File: config.mk
export PLATFORM = sky130hd
export DESIGN_NAME = ascii_seg_display
export DESIGN_NICKNAME = d
export VERILOG_FILES = /design/src/rtl/seg_pkg.sv /design/src/rtl/char_fifo.sv /design/src/rtl/ascii_seg_display.sv
export SDC_FILE = /design/constraint.sdc
export NUM_CORES = 1
export LEC_CHECK = 0
export BUFFER_PORTS_ARGS = -buffer_cell sky130_fd_sc_hd__buf_2
export CORE_UTILIZATION = 60
export DETAILED_ROUTE_END_ITERATION = 6
export PLACE_DENSITY = 0.8
export RECOVER_POWER = 50
export SKIP_CTS_REPAIR_TIMING = 1
export SLEW_MARGIN = 5
export SYNTH_ARGS = -nofsm -noshare
export SYNTH_HDL_FRONTEND = slang
export SYNTH_SLANG_ARGS = --single-unit
File: constraint.sdc
create_clock -name clk -period 3.1 [get_ports clk]
set_input_delay 0.465 -clock clk [delete_from_list [all_inputs] [get_ports clk]]
set_output_delay 0.465 -clock clk [all_outputs]
set_load 0.02 [all_outputs]
File: src/rtl/seg_pkg.sv
// ----------------------------------------------------------------------------
// seg_pkg
//   Shared definitions for the ASCII 7-segment display block:
//     - state_e      : display FSM states (IDLE / SHOW / GAP)
//     - SEG_*        : bit positions inside an 8-bit segment word
//                      (bits 0-6 = segments a-g, bit 7 = decimal point)
//     - seg_decode() : ASCII code -> active-high segment pattern
// ----------------------------------------------------------------------------
package seg_pkg;

    typedef enum logic [1:0] {
        ST_IDLE = 2'd0,
        ST_SHOW = 2'd1,
        ST_GAP  = 2'd2
    } state_e;

    // Segment a sits in bit 0 and g in bit 6; b-f follow in order between them.
    localparam int SEG_A  = 0;
    localparam int SEG_G  = 6;
    localparam int SEG_DP = 7;

    localparam logic [7:0] SEG_BLANK = 8'h00;

    // Letters are case-insensitive; lowercase input lights the decimal point so
    // the viewer can still tell the two cases apart.
    function automatic logic [7:0] seg_decode(input logic [7:0] code);
        logic       lower;
        logic [7:0] upper;
        logic [6:0] glyph;
        logic [7:0] seg;
        lower = (code >= 8'h61) && (code <= 8'h7A);
        upper = lower ? (code - 8'h20) : code;
        case (upper)
            8'h20: glyph = 7'h00; // space
            8'h30: glyph = 7'h3F; // 0
            8'h31: glyph = 7'h06; // 1
            8'h32: glyph = 7'h5B; // 2
            8'h33: glyph = 7'h4F; // 3
            8'h34: glyph = 7'h66; // 4
            8'h35: glyph = 7'h6D; // 5
            8'h36: glyph = 7'h7D; // 6
            8'h37: glyph = 7'h07; // 7
            8'h38: glyph = 7'h7F; // 8
            8'h39: glyph = 7'h6F; // 9
            8'h41: glyph = 7'h77; // A
            8'h42: glyph = 7'h7C; // b
            8'h43: glyph = 7'h39; // C
            8'h44: glyph = 7'h5E; // d
            8'h45: glyph = 7'h79; // E
            8'h46: glyph = 7'h71; // F
            8'h47: glyph = 7'h3D; // G
            8'h48: glyph = 7'h76; // H
            8'h49: glyph = 7'h30; // I
            8'h4A: glyph = 7'h1E; // J
            8'h4B: glyph = 7'h75; // K
            8'h4C: glyph = 7'h38; // L
            8'h4D: glyph = 7'h15; // M
            8'h4E: glyph = 7'h54; // n
            8'h4F: glyph = 7'h3F; // O
            8'h50: glyph = 7'h73; // P
            8'h51: glyph = 7'h67; // q
            8'h52: glyph = 7'h50; // r
            8'h53: glyph = 7'h6D; // S
            8'h54: glyph = 7'h78; // t
            8'h55: glyph = 7'h3E; // U
            8'h56: glyph = 7'h1C; // v
            8'h57: glyph = 7'h2A; // W
            8'h58: glyph = 7'h76; // X
            8'h59: glyph = 7'h6E; // y
            8'h5A: glyph = 7'h5B; // Z
            default: glyph = 7'h40; // dash for anything undisplayable
        endcase
        seg              = SEG_BLANK;
        seg[SEG_G:SEG_A] = glyph;
        seg[SEG_DP]      = lower;
        return seg;
    endfunction

endpackage

File: src/rtl/char_fifo.sv
// ----------------------------------------------------------------------------
// char_fifo
//   Small synchronous FIFO buffering characters in front of the display FSM.
//   The head entry is visible combinationally on data_o whenever empty_o is 0.
//
//   clk      in   clock, rising edge
//   rst      in   synchronous active-high reset (empties the buffer)
//   push_i   in   write data_i (ignored when full)
//   data_i   in   WIDTH-bit write data
//   pop_i    in   drop the head entry (ignored when empty)
//   data_o   out  head entry
//   full_o   out  DEPTH entries held
//   empty_o  out  no entries held
//   count_o  out  number of entries held (0..DEPTH)
// ----------------------------------------------------------------------------
module char_fifo #(
    parameter  int WIDTH = 8,
    parameter  int DEPTH = 4,
    localparam int PTR_W = (DEPTH > 1) ? $clog2(DEPTH) : 1,
    localparam int CNT_W = PTR_W + 1
) (
    input  logic             clk,
    input  logic             rst,
    input  logic             push_i,
    input  logic [WIDTH-1:0] data_i,
    input  logic             pop_i,
    output logic [WIDTH-1:0] data_o,
    output logic             full_o,
    output logic             empty_o,
    output logic [CNT_W-1:0] count_o
);

    logic [WIDTH-1:0] mem_q [DEPTH];
    logic [PTR_W-1:0] wr_ptr_q, rd_ptr_q;
    logic [CNT_W-1:0] count_q;
    logic             do_push, do_pop;

    assign full_o  = (count_q == CNT_W'(DEPTH));
    assign empty_o = (count_q == '0);
    assign count_o = count_q;
    assign data_o  = mem_q[rd_ptr_q];

    assign do_push = push_i && !full_o;
    assign do_pop  = pop_i && !empty_o;

    // Depth is a power of two, so the pointers wrap modulo DEPTH by overflow.
    // NOTE: sequential state uses non-blocking (<=) so every flop samples the
    // pre-edge values; blocking here would create order-dependent races.
    always_ff @(posedge clk) begin
        if (rst) begin
            wr_ptr_q <= '0;
            rd_ptr_q <= '0;
            count_q  <= '0;
        end else begin
            if (do_push) wr_ptr_q <= wr_ptr_q + PTR_W'(1);
            if (do_pop)  rd_ptr_q <= rd_ptr_q + PTR_W'(1);
            case ({do_push, do_pop})
                2'b10:   count_q <= count_q + CNT_W'(1);
                2'b01:   count_q <= count_q - CNT_W'(1);
                default: count_q <= count_q;
            endcase
        end
    end

    // NOTE: the storage array is deliberately not reset; the count and
    // pointers decide which entries are valid, and resetting the array would
    // only cost flops with reset logic instead of plain storage.
    always_ff @(posedge clk) begin
        if (do_push) mem_q[wr_ptr_q] <= data_i;
    end

endmodule

File: src/rtl/ascii_seg_display.sv
// ----------------------------------------------------------------------------
// ascii_seg_display
//   Shows a stream of ASCII characters one at a time on a 7-segment display.
//   Each character is held for hold_cycles clocks (minimum 1), followed by a
//   blank gap of GAP_CYCLES clocks so that repeated letters stay distinct.
//
//   clk          in   clock, rising edge
//   rst          in   synchronous active-high reset
//   char_in      in   ASCII character
//   char_valid   in   char_in holds a character
//   char_ready   out  buffer can take a character this cycle
//   hold_cycles  in   display time per character, sampled when it is popped
//   seg_out      out  segments a-g in bits 0-6, dp in bit 7, active-high
//   busy         out  showing, in a gap, or holding buffered characters
// ----------------------------------------------------------------------------
module ascii_seg_display
    import seg_pkg::*;
#(
    parameter int FIFO_DEPTH = 4,
    parameter int HOLD_W     = 16,
    parameter int GAP_CYCLES = 2
) (
    input  logic              clk,
    input  logic              rst,
    input  logic [7:0]        char_in,
    input  logic              char_valid,
    output logic              char_ready,
    input  logic [HOLD_W-1:0] hold_cycles,
    output logic [7:0]        seg_out,
    output logic              busy
);

    localparam int CNT_W = ((FIFO_DEPTH > 1) ? $clog2(FIFO_DEPTH) : 1) + 1;
    localparam int GAP_W = (GAP_CYCLES > 1) ? $clog2(GAP_CYCLES) : 1;
    localparam logic [GAP_W-1:0] GAP_LAST = GAP_W'(GAP_CYCLES - 1);

    state_e            state_q, state_d;
    logic [HOLD_W-1:0] hold_cnt_q, hold_cnt_d;
    logic [GAP_W-1:0]  gap_cnt_q, gap_cnt_d;
    logic [7:0]        seg_q, seg_d;

    logic              push, pop;
    logic              fifo_full, fifo_empty;
    logic [7:0]        fifo_head;
    logic [CNT_W-1:0]  fifo_count;

    // Readiness depends only on the fill level, never on a same-cycle pop.
    assign char_ready = !fifo_full && !rst;
    assign push       = char_valid && char_ready;

    char_fifo #(
        .WIDTH (8),
        .DEPTH (FIFO_DEPTH)
    ) u_fifo (
        .clk     (clk),
        .rst     (rst),
        .push_i  (push),
        .data_i  (char_in),
        .pop_i   (pop),
        .data_o  (fifo_head),
        .full_o  (fifo_full),
        .empty_o (fifo_empty),
        .count_o (fifo_count)
    );

    // State register
    always_ff @(posedge clk) begin
        if (rst) begin
            state_q    <= ST_IDLE;
            hold_cnt_q <= '0;
            gap_cnt_q  <= '0;
            seg_q      <= SEG_BLANK;
        end else begin
            state_q    <= state_d;
            hold_cnt_q <= hold_cnt_d;
            gap_cnt_q  <= gap_cnt_d;
            seg_q      <= seg_d;
        end
    end

    // Next-state logic; a pop happens exactly on entry to SHOW.
    // NOTE: every signal driven here gets a default first, so no path leaves
    // it unassigned and no latch is inferred.
    always_comb begin
        state_d = state_q;
        pop     = 1'b0;
        unique case (state_q)
            ST_IDLE: begin
                if (!fifo_empty) begin
                    state_d = ST_SHOW;
                    pop     = 1'b1;
                end
            end
            ST_SHOW: begin
                if (hold_cnt_q == '0) state_d = ST_GAP;
            end
            ST_GAP: begin
                if (gap_cnt_q == '0) begin
                    if (!fifo_empty) begin
                        state_d = ST_SHOW;
                        pop     = 1'b1;
                    end else begin
                        state_d = ST_IDLE;
                    end
                end
            end
            default: state_d = ST_IDLE;
        endcase
    end

    // Output / counter logic. The hold counter is loaded with H-1 at the pop
    // so a later change on hold_cycles cannot stretch the current character.
    always_comb begin
        hold_cnt_d = hold_cnt_q;
        gap_cnt_d  = gap_cnt_q;
        seg_d      = seg_q;
        if (pop) begin
            seg_d      = seg_decode(fifo_head);
            hold_cnt_d = (hold_cycles == '0) ? '0 : hold_cycles - HOLD_W'(1);
        end else if (state_q == ST_SHOW) begin
            if (hold_cnt_q == '0) begin
                seg_d     = SEG_BLANK;
                gap_cnt_d = GAP_LAST;
            end else begin
                hold_cnt_d = hold_cnt_q - HOLD_W'(1);
            end
        end else if (state_q == ST_GAP) begin
            if (gap_cnt_q != '0) gap_cnt_d = gap_cnt_q - GAP_W'(1);
        end
    end

    assign seg_out = seg_q;
    assign busy    = (state_q != ST_IDLE) || (fifo_count != '0);

endmodule

# Yosys cells after proc, flatten, opt, wreduce, memory -nomap -nowiden
# Memory sizes are Yosys's and may differ from the RTL's. A register that Yosys moved wholly into a read port is not among the register bits.
# Index checks and enable logic that the tools add are counted.
# W data, S select, Z words.
[totals]
ff_bits = 34
ram_bits = 32
rom_bits = 896
in_bits = 27
output_inout_bits = 10
word_cells = 78
memories = 2
[memory_table]
columns = ["name", "words", "word_bits", "rd", "rd_ports_with_merged_regs", "write_ports", "line_no", "text"]
rows = [
  ["(no name shown)", 128, 7, 1, 0, 0, "seg_pkg.sv:33", "case (upper)"],
  ["u_fifo.mem_q", 4, 8, 1, 1, 1, "char_fifo.sv:33", "logic [WIDTH-1:0] mem_q [DEPTH];"],
]
[classes]
n_addsub = 8
order_cmp = 2
eq_ne = 9
muxes = 26
n_bitwise = 1
n_reduce_logical = 23
[ops]
columns = ["operator", "n"]
rows = [
  ["$mux W16", 4],
  ["$logic_not A16 Y1", 2],
  ["$mux W8", 4],
  ["$sub A16 B1 Y16 const B", 2],
  ["$mux W2", 5],
  ["$reduce_bool A2 Y1", 5],
  ["$mux W1", 9],
  ["$ge A8 B7 Y1 const B", 1],
  ["$le A8 B7 Y1 const B", 1],
  ["$sub A8 B6 Y8 const B", 1],
  ["$mux W7", 1],
  ["$ne A2 B2 Y1 const B", 3],
  ["$pmux W2 S3", 1],
  ["$pmux W3 S2", 1],
  ["$reduce_and A3 Y1", 2],
  ["$logic_and A1 B1 Y1", 5],
  ["$add A2 B1 Y2 const B", 2],
  ["$eq A2 B1 Y1 const B", 2],
  ["$eq A2 B2 Y1 const B", 2],
  ["$reduce_and A2 Y1", 2],
  ["$add A3 B1 Y3 const B", 1],
  ["$eq A3 B3 Y1 const B", 1],
  ["$logic_not A1 Y1", 3],
  ["$logic_not A3 Y1", 1],
  ["other kinds (8)", 8],
]

# Logic depth before layout (Yosys ltp)
[logic_depth]
depth_word = 7
mapped_depth = 12
depth_no_buf = 11

# By module
# From an unflattened synthesis, not the netlist that was laid out.
[unflattened]
hier_cells = 415
area_unflattened_um2 = 4087.7
[modules_own_cells]
columns = ["mod", "instances", "cells_each", "area_each_um2", "seq_area_each_um2"]
rows = [
  ["ascii_seg_display", 1, 319, 2452.4, 540.5],
  ["char_fifo", 1, 96, 1635.3, 1141.1],
]

# Worst setup path after synthesis
# No wires, ideal clock.
[synth_timing]
path_kind = "register to register"
from = "register with a tool-made name"
to = "register seg_q[4], in the netlist seg_out[4]"
arrival_ns = 2.679
required_time_ns = 2.979
setup_slack_ns = 0.300
stages_incl_launch_ff = 12
synth_period_minus_slack_ns = 2.800
cell_sequence = "dfxtp_1 -> buf_2 -> mux4_2 -> inv_1 -> ha_1 -> clkbuf_1 -> nor2b_1 -> a221oi_1 -> o31ai_1 -> o21a_2 -> a32oi_1 -> nand2_1"
[synth_lines]
columns = ["element", "line_no", "text"]
rows = [
  ["to (signal assigned)", "ascii_seg_display.sv:77", "seg_q <= seg_d;"],
  ["to (decl)", "ascii_seg_display.sv:40", "logic [7:0] seg_q, seg_d;"],
]

==> results_dict.tcl <==
set metrics [dict create \
    final_area_sq_mm 0.00450 \
    cap_violations 0 \
    synth-edff-count 32 \
    regToRegEndpoint "seg_out[1]$_SDFFE_PP0P_" \
    ys_seq_elements 68 \
    synth.net_count 460 \
    max_slew_margin 0.443 \
    reg2regPathDepth 9 \
    ys.flop_type "dfxtp_1" \
    start_util 0.625 \
    finalSetupViolations 0 \
    clock_latency_ns 0.34 \
    port_buffers 36 \
    drc 4 \
    synth.avg_cell_area_sq_um 9.70 \
    rows 29 \
    end_kind "flop" \
    die_h_um 83.8 \
    cts-buffers-inserted 9 \
    clk_path_buf_depth 2 \
    track_usage 0.259 \
    fin_ws_ns 0.282 \
    drt-initial-drc-count 269 \
    synth_most_common_cell "nor2_1" \
    area_delta_synth_final_pct 12.0 \
    synth_area_leaders "edfxtp_1, dfxtp_1, ha_1" \
    ios 37 \
    p_leak_nw 1.70 \
    dpl_cell_area_sq_mm 0.00431 \
    grt_antenna_before_repair 0 \
    routabilityCongestion 0.864 \
    final_layout_size_suffix_gt1_frac 0.169 \
    antennaDiodeCount 0 \
    cts_tree "built" \
    clock-sinks 68 \
    grt_overflow 0 \
    ant_nets 0 \
    period_needed_ns 2.82 \
    status "complete, but fails checks" \
    hold_depth 1 \
    hold_viol_final 0 \
    vias_per_cell 6.30 \
    die_area_sq_mm 0.00702 \
    worst_ep_required_time_ns 3.36 \
    cp.arrival_ns 3.08 \
    hold_class "input port to flop" \
    vias 3389 \
    crit_type "flop to flop" \
    synthTopCellsByCount "nor2_1, dfxtp_1, edfxtp_1" \
    drt_pass1_iterations 7 \
    grt_pass1_wl_um 14500 \
    cts.clk_slew.worst_paths_ns 0.08 \
    violations "design-rule violations" \
    ir_drop_uv 780 \
    syn_inst 414 \
    ys_types 61 \
    fin_nets 502 \
    worstSetupStartpointType "flop" \
    regToRegSetupSlack_ns 0.28 \
    cp_max_fo 8 \
    synth_seq_area_share 0.419 \
    power_density_mw_per_mm2 1030 \
    slew_viol_final 0 \
    cts_root_buf "clkbuf_8" \
    ys.warnings.count 0 \
    rsz0062_at_grt "false" \
    yosysTopAreaCellShare 0.239 \
    grt_max_degree 29 \
    synth_area_sq_mm 0.00402 \
    routedWlPerCell_um 16.3 \
    wirelength_um 8760 \
    grt_pass1_vias 3048 \
    yosysTopAreaCell "edfxtp_1" \
    die_x_um 83.8 \
    synth-async-reset-ratio 0 \
    post-place-ws_ns 0.329 \
    max_freq_mhz 355 \
    dpl.hpwl_um 6280 \
    htree_levels 3 \
    worst_slew_pin_slew_ns 0.831 \
    period_share 0.909 \
    clock_skew_ns 0.00626 \
    crit_end "seg_out[1]$_SDFFE_PP0P_" \
    core_region_area_sq_mm 0.00642 \
    setup_tns_ns 0 \
]
[how the worst min path moves through the flow]
stage / startpoint / to
2_1_floorplan: hold_cnt_q[14]$_SDFFE_PP0P_ / hold_cnt_q[14]$_SDFFE_PP0P_
6_report: char_in[1] / u_fifo.mem_q[0][1]$_DFFE_PP_
5_1_grt: char_in[1] / u_fifo.mem_q[0][1]$_DFFE_PP_
4_1_cts: char_in[1] / u_fifo.mem_q[0][1]$_DFFE_PP_
3_3_place_gp: seg_out[1]$_SDFFE_PP0P_ / seg_out[1]$_SDFFE_PP0P_
3_5_place_dp: seg_out[3]$_SDFFE_PP0P_ / seg_out[3]$_SDFFE_PP0P_
[logic make-up (layout without fill, tap and decap cells)]
group           after synthesis  count (layout)  share of synthesized area
fa+ha+maj                    19              19                     0.0611
compound gates              107             107                      0.184
xor+xnor                     19              19                     0.0414
flops                        68              68                      0.419
simple gates                137             137                      0.171
buf+inv                      47              94                     0.0492
mux                          17              17                     0.0742
[through the flow]
| stage | cells | hold WS (ns) | util | total power [mW] |
|---|---|---|---|---|
| final | 538 | 0.371 | 0.700 | 4.62 |
| after global routing | 538 | 0.360 | 0.700 | 4.96 |
| after CTS | 538 | 0.318 | 0.703 | 4.60 |
| after detailed placement | 522 | 0.475 | 0.671 | 3.84 |
| after global placement | 522 | 0.455 | 0.671 | 3.75 |
| after floorplan | 414 | 0.454 | - | 3.22 |
[power by group]
| group | switching, mW | internal [mW] | leakage (nW) |
|---|---|---|---|
| registers | 0.157 | 1.12 | 0.585 |
| clock network | 0.364 | 0.382 | 0.104 |
| logic | 1.53 | 1.07 | 1.01 |
[registers in the layout, indices dropped and copies added, names as in the netlist, named ones only]
register and cells:
seg_out 8, u_fifo.rd_ptr_q 2, state_q 2, u_fifo.mem_q 32, u_fifo.count_o 3, u_fifo.wr_ptr_q 2, hold_cnt_q 16, gap_cnt_q 1
[cell usage in the layout (no fill, tap or decap), drive strengths merged, types with 5 or more instances in the layout]
| master | count |
|---|---|
| ha | 18 |
| xor2 | 11 |
| nand2b | 5 |
| inv | 26 |
| nand3 | 7 |
| o221a | 7 |
| a31oi | 7 |
| a21oi | 21 |
| o21ai | 24 |
| o21a | 6 |
| xnor2 | 8 |
| edfxtp | 32 |
| nand2 | 22 |
| clkinv | 6 |
| nor2 | 43 |
| o31ai | 5 |
| and3 | 8 |
| mux4 | 10 |
| dfxtp | 36 |
| clkbuf | 25 |
| mux2i | 5 |
| or3 | 10 |
| nor4 | 8 |
| buf | 36 |
| nor3 | 13 |
[final cells by class]
class	count	area, sq um
clock buffers	9	124
clock inverters	7	82.6
fillers	492	1920
inverters	26	97.6
multi-input cells	299	2140
flip-flops and latches	68	1680
well taps	77	96.3
repair buffers	52	280
[layer usage]
metal	global-route usage	wire length, um	up-vias
met3	0.0564	438	16
met4	0.0831	152	0
met2	0.408	4220	118
met5	0	0	-
met1	0.357	3940	1615
li1	-	-	1640
[worst max-delay path: stages (launching register included)]
cell and delay [ns]:
dfxtp_1 0.42, mux4_2 0.63, inv_1 0.16, ha_1 0.26, nand2b_1 0.08, or4_1 0.41
o31ai_1 0.14, o21a_2 0.29, nand2_1 0.14, o211ai_1 0.20
No activity file was read; power rests on OpenSTA's default activity.
